==> src/rtl/mem_bus_pkg.sv <==
// Shared definitions for the CPU-to-device memory interconnect: FSM states,
// error read data and the default SoC memory map.
package mem_bus_pkg;

    typedef enum logic [1:0] {
        IDLE,
        BUSY,
        ERR_RESP
    } state_t;

    localparam logic [31:0] ERR_RDATA_DEFAULT = 32'hDEAD_BEEF;

    localparam logic [31:0] BRAM_BASE  = 32'h0000_0000;
    localparam logic [31:0] BRAM_MASK  = 32'hFFFF_0000;
    localparam logic [31:0] LEDS_BASE  = 32'h4000_0000;
    localparam logic [31:0] LEDS_MASK  = 32'hFFFF_FF00;
    localparam logic [31:0] SDRAM_BASE = 32'h2000_0000;
    localparam logic [31:0] SDRAM_MASK = 32'hF000_0000;

    localparam int unsigned DEFAULT_N = 3;

    // Device 0 sits in the least significant 32 bits.
    localparam logic [DEFAULT_N*32-1:0] DEFAULT_DEV_BASE = {SDRAM_BASE, LEDS_BASE, BRAM_BASE};
    localparam logic [DEFAULT_N*32-1:0] DEFAULT_DEV_MASK = {SDRAM_MASK, LEDS_MASK, BRAM_MASK};

    function automatic int unsigned sel_width(input int unsigned n);
        return (n > 1) ? $clog2(n) : 1;
    endfunction

endpackage

==> src/rtl/mem_addr_match.sv <==
// Combinational address decoder: reports whether any device window matches
// and the lowest-index matching device.
module mem_addr_match
    import mem_bus_pkg::*;
#(
    parameter int unsigned          N        = DEFAULT_N,
    parameter logic [N*32-1:0]      DEV_BASE = DEFAULT_DEV_BASE,
    parameter logic [N*32-1:0]      DEV_MASK = DEFAULT_DEV_MASK,
    localparam int unsigned         SEL_W    = sel_width(N)
) (
    input  logic [31:0]      addr,
    output logic             found,
    output logic [SEL_W-1:0] sel
);

    always_comb begin
        found = 1'b0;
        sel   = '0;
        for (int unsigned i = 0; i < N; i++) begin
            if (!found && ((addr & DEV_MASK[32*i +: 32]) == DEV_BASE[32*i +: 32])) begin
                found = 1'b1;
                sel   = SEL_W'(i);
            end
        end
    end

endmodule

==> src/rtl/mem_interconnect.sv <==
// PicoRV32 native-port interconnect: registered one-shot decode, single-device
// handshake forwarding, unmapped/timeout error responses and error status.
module mem_interconnect
    import mem_bus_pkg::*;
#(
    parameter int unsigned     N         = DEFAULT_N,
    parameter logic [N*32-1:0] DEV_BASE  = DEFAULT_DEV_BASE,
    parameter logic [N*32-1:0] DEV_MASK  = DEFAULT_DEV_MASK,
    parameter int unsigned     TIMEOUT   = 1024,
    parameter logic [31:0]     ERR_RDATA = ERR_RDATA_DEFAULT
) (
    input  logic            clk,
    input  logic            nrst,
    input  logic            cpu_mem_valid,
    input  logic [31:0]     cpu_mem_addr,
    output logic            cpu_mem_ready,
    output logic [31:0]     cpu_mem_rdata,
    output logic [N-1:0]    dev_mem_valid,
    input  logic [N-1:0]    dev_mem_ready,
    input  logic [N*32-1:0] dev_mem_rdata,
    output logic            bus_error,
    output logic [15:0]     err_count,
    output logic [31:0]     err_addr,
    output logic            err_timeout
);

    localparam int unsigned      SEL_W   = sel_width(N);
    localparam int unsigned      WD_W    = $clog2(TIMEOUT) + 1;
    localparam logic [WD_W-1:0]  WD_LAST = WD_W'(TIMEOUT - 1);

    state_t            state;
    state_t            state_next;
    logic              found;
    logic [SEL_W-1:0]  match_sel;
    logic [SEL_W-1:0]  sel;
    logic [31:0]       addr_q;
    logic [WD_W-1:0]   wd;
    logic              wd_expired;
    logic              sel_ready;
    logic [31:0]       sel_rdata;

    mem_addr_match #(
        .N        (N),
        .DEV_BASE (DEV_BASE),
        .DEV_MASK (DEV_MASK)
    ) u_match (
        .addr  (cpu_mem_addr),
        .found (found),
        .sel   (match_sel)
    );

    always_comb begin
        sel_ready = 1'b0;
        sel_rdata = '0;
        for (int unsigned i = 0; i < N; i++) begin
            if (SEL_W'(i) == sel) begin
                sel_ready = dev_mem_ready[i];
                sel_rdata = dev_mem_rdata[32*i +: 32];
            end
        end
    end

    assign wd_expired = (wd == WD_LAST);

    always_ff @(posedge clk or negedge nrst) begin
        if (!nrst) begin
            state <= IDLE;
        end else begin
            state <= state_next;
        end
    end

    // Device ready takes priority over watchdog expiry in the same cycle.
    always_comb begin
        state_next = state;
        unique case (state)
            IDLE: begin
                if (cpu_mem_valid) begin
                    state_next = found ? BUSY : ERR_RESP;
                end
            end
            BUSY: begin
                if (!cpu_mem_valid || sel_ready) begin
                    state_next = IDLE;
                end else if (wd_expired) begin
                    state_next = ERR_RESP;
                end
            end
            ERR_RESP: state_next = IDLE;
            default:  state_next = IDLE;
        endcase
    end

    always_comb begin
        dev_mem_valid = '0;
        cpu_mem_ready = 1'b0;
        cpu_mem_rdata = '0;
        bus_error     = 1'b0;
        unique case (state)
            BUSY: begin
                for (int unsigned i = 0; i < N; i++) begin
                    dev_mem_valid[i] = cpu_mem_valid && (SEL_W'(i) == sel);
                end
                cpu_mem_ready = sel_ready;
                cpu_mem_rdata = sel_rdata;
            end
            ERR_RESP: begin
                cpu_mem_ready = 1'b1;
                cpu_mem_rdata = ERR_RDATA;
                bus_error     = 1'b1;
            end
            default: ;
        endcase
    end

    always_ff @(posedge clk or negedge nrst) begin
        if (!nrst) begin
            sel         <= '0;
            addr_q      <= '0;
            wd          <= '0;
            err_count   <= '0;
            err_addr    <= '0;
            err_timeout <= 1'b0;
        end else begin
            if (state == IDLE && cpu_mem_valid) begin
                sel    <= match_sel;
                addr_q <= cpu_mem_addr;
            end
            wd <= (state == BUSY) ? wd + 1'b1 : '0;
            if (state != ERR_RESP && state_next == ERR_RESP) begin
                err_timeout <= (state == BUSY);
            end
            if (state == ERR_RESP) begin
                err_addr <= addr_q;
                if (err_count != '1) begin
                    err_count <= err_count + 1'b1;
                end
            end
        end
    end

    a_valid_onehot: assert property (@(posedge clk) disable iff (!nrst) $onehot0(dev_mem_valid));
    a_error_completes: assert property (@(posedge clk) disable iff (!nrst) bus_error |-> cpu_mem_ready);

endmodule

==> config.mk <==
export PLATFORM = sky130hd
export DESIGN_NAME = mem_interconnect
export DESIGN_NICKNAME = d
export VERILOG_FILES = /design/src/rtl/mem_bus_pkg.sv /design/src/rtl/mem_addr_match.sv /design/src/rtl/mem_interconnect.sv
export SDC_FILE = /design/constraint.sdc
export NUM_CORES = 1
export LEC_CHECK = 0
export ABC_AREA = 1
export CORE_AREA = 3 3 111 113
export DETAILED_ROUTE_END_ITERATION = 6
export DIE_AREA = 0 0 114 116
export HOLD_SLACK_MARGIN = 0.12
export PLACE_DENSITY = 0.8
export SLEW_MARGIN = 15
export SYNTH_ARGS = -nofsm -noshare
export SYNTH_HDL_FRONTEND = slang
export SYNTH_SLANG_ARGS = --single-unit
==> constraint.sdc <==
create_clock -name clk -period 1.89 [get_ports clk]
set_input_delay 0.2835 -clock clk [delete_from_list [all_inputs] [get_ports clk]]
set_output_delay 0.2835 -clock clk [all_outputs]
set_load 0.02 [all_outputs]
==> results.txt <==
Final Hold Vio Count: 0
commonest cells after routing, fill and taps aside: clkdlybuf4s50_1, dfrtp_1, nand2_1
CP Class: flop to output port
Mean Syn Cell Area: 9.42 um2
clock root buffer: clkbuf_16
number of I/O port buffers: 219
post-synthesis async set-or-reset flop share: 100%
Final Setup Violations: 33
ant diodes: 0
CP Depth: 8
GR Util All Layers: 23.4%
Worst setup startpoint: sel[1]
fin nets: 920
WP data required: 1.61 ns
#FFs+latches synth: 96
commonest non-fill, non-tap cell in the layout: clkdlybuf4s50_1
Clk Latency, worst-skew pair: 0.34 ns
Max rail drop VDD: 1310 uV
Residual DRC: 0
CP dominant cell by count: buf_6
prevailing post-synth register cell: dfrtp_1
largest net degree at the start of global routing: 39
vias in the first global route: 4,830
syn nets: 648
clk slew on worst S/H paths: 0.06 ns
routed len/inst: 17.3 um
number of synthesized flops with an enable pin: 0
layout cell share with drive strength beyond 1: 34.6%
Final HPWL DP: 12,000 um
reg2reg end: err_timeout
Die ar.: 13,200 um2
remaining antenna violation count after routing: 0
Tot Pwr: 10.1 mW
Critical Path Fanout Max: 7
GR Overflow Total: 0
Ys Warns: 0
worst-case clock buffer depth: 2
CTS buffer count: 9
drt initial violations: 355
worst slew pin tran: 0.472 ns
flop2flop setup slack: 0.03 ns
Clock Skew: 0.00303 ns
Register-to-Register Path Depth: 14
Max Slew Vio Count: 0
PwrDens: 1220 nW/um2
Post-Synthesis Cells: 509
Yosys cell types: 28
Via Count: 4,727
Startpoint Class: flop
unrepaired setup endpoints after global routing: true
relative slew slack: 68.6%
critical path arrival: 1.77 ns
cell row count: 39
IO Count: 220
CTS tree: done
worst hold margin: 0.446 ns
crit path cell chain: inv_2, nor2_2, buf_6, buf_6, a22o_1, a21oi_2, o21ai_1, buf_4
max incr delay on CP: 0.47 ns
Static Leak: 3.69 nW
CTS Sinks: 96
routed vias/inst: 5.09
final worst slack: -0.167 ns
outcome: complete, but fails checks
Tcrit/Tclk final: 109%
first-pass GRT wire length: 24,400 um
Pre-antenna DRT Iters: 4
area grow syn2layout: 72.8%
CP max-delay cell: dfrtp_2
max-cap violation count: 0
core area: 11,400 um2
WL final: 16,100 um
GP Congestion: 0.933
register area share after synthesis: 50.1%
Tmin final: 2.06 ns
critical path's top delay family: buffers and inverters
FF-to-FF Start: sel[1]
die width: 114 um
Buf+Inv Stages, Crit Path: 4
Initial Utilization: 42.0%
H-tree levels: 3
filler instances: 819
Die Span Y: 116 um
Hold WC Path Type: input port to asynchronous set/reset pin
failing checks: setup timing
Fmax achieved: 486 MHz
Worst setup EP type: output port
mapped cell area: 4800 um2
end point of the critical path: cpu_mem_rdata[7]
initial antenna violation count: 0
-- metrics by stage --
| stage | utilization, % | instances | setup slack (ns) | cell area [um2] | TNS [ns] |
|---|---|---|---|---|---|
| 3_5_place_dp | 65.1 | 889 | -0.387 | 7430 | -10.72 |
| 2_1_floorplan | - | 509 | -0.0932 | 4800 | -1.86 |
| 3_3_place_gp | 65.1 | 889 | -0.391 | 7430 | -8.98 |
| 6_report | 72.6 | 928 | -0.167 | 8290 | -2.95 |
| 4_1_cts | 69.8 | 918 | -0.161 | 7980 | -3.18 |
| 5_1_grt | 72.6 | 928 | -0.232 | 8290 | -5.99 |
-- cell families after synthesis --
group / count (synthesis) / share of synthesized area, %
xor gates and xnor gates: 15 / 2.74
AOI/OAI and AO/OA: 79 / 9.75
muxes: 62 / 14.6
adders and majority gates: 5 / 1.30
buffers and inverters: 55 / 4.75
and+or+nand+nor: 197 / 16.8
DFF: 96 / 50.1
-- sequential cells by signal (all words and copies together) (netlist names) --
register / cells
sel: 2
err_count: 16
addr_q: 32
wd: 11
state: 2
err_addr: 32
err_timeout: 1
-- synth_stat cells (2+ instances only) --
cell type,number,area [um2]
a21oi_1,30,150
a22o_1,14,123
buf_1,2,7.51
buf_2,14,70.1
clkbuf_1,5,18.8
dfrtp_1,96,2400
ha_1,5,62.6
inv_1,31,116
mux2_2,62,698
nand2_1,119,447
nand3_1,22,110
nand4_1,2,12.5
nor2_1,39,146
nor2_2,2,12.5
nor3_1,8,40.0
nor3b_1,2,15.0
o21a_1,2,15.0
o21ai_0,31,155
xnor2_1,4,35.0
xor2_1,11,96.3
-- timing repair --
action / CTS / global route
setup endpoints to repair: 40 / 40
hold buffers: 1 / 0
hold endpoints to repair: 32 / 0
gates resized for setup: 262 / 92
gates cloned: 1 / 2
pin swaps: 7 / 31
buffers inserted: 13 / 8
-- cell type report --
cell class | instances | area (um2) | share of cell area [%]
flip-flops and latches | 96 | 2400 | 29.0
clock inverters | 5 | 81.3 | 0.981
inverters | 33 | 129 | 1.55
well taps | 143 | 179 | 2.16
clock buffers | 10 | 229 | 2.76
repair buffers | 283 | 2800 | 33.8
multi-input cells | 358 | 2460 | 29.7
-- routing by layer --
metal,track usage [%],vias to the layer above,routed length [um]
met4,8.87,0,492
met2,41.4,205,8250
met1,28.0,2250,6060
met3,4.75,31,1250
li1,-,2241,-
met5,0,-,0
-- where the power goes --
group	internal (mW)	leakage, nW	total, mW	switching [mW]
sequential	2.86	1.18	3.32	0.461
combinational	2.57	2.36	4.88	2.31
clock	1.15	0.149	1.89	0.740
-- worst min path at each step --
stage,startpoint,end,cells past startpoint
after floorplan,nrst,addr_q[0],0
after global placement,nrst,err_addr[1],1
after detailed placement,nrst,err_addr[1],1
after CTS,nrst,err_addr[21],2
after global routing,nrst,err_addr[1],2
final,nrst,err_addr[1],2
(Power assumes the default switching activity.)
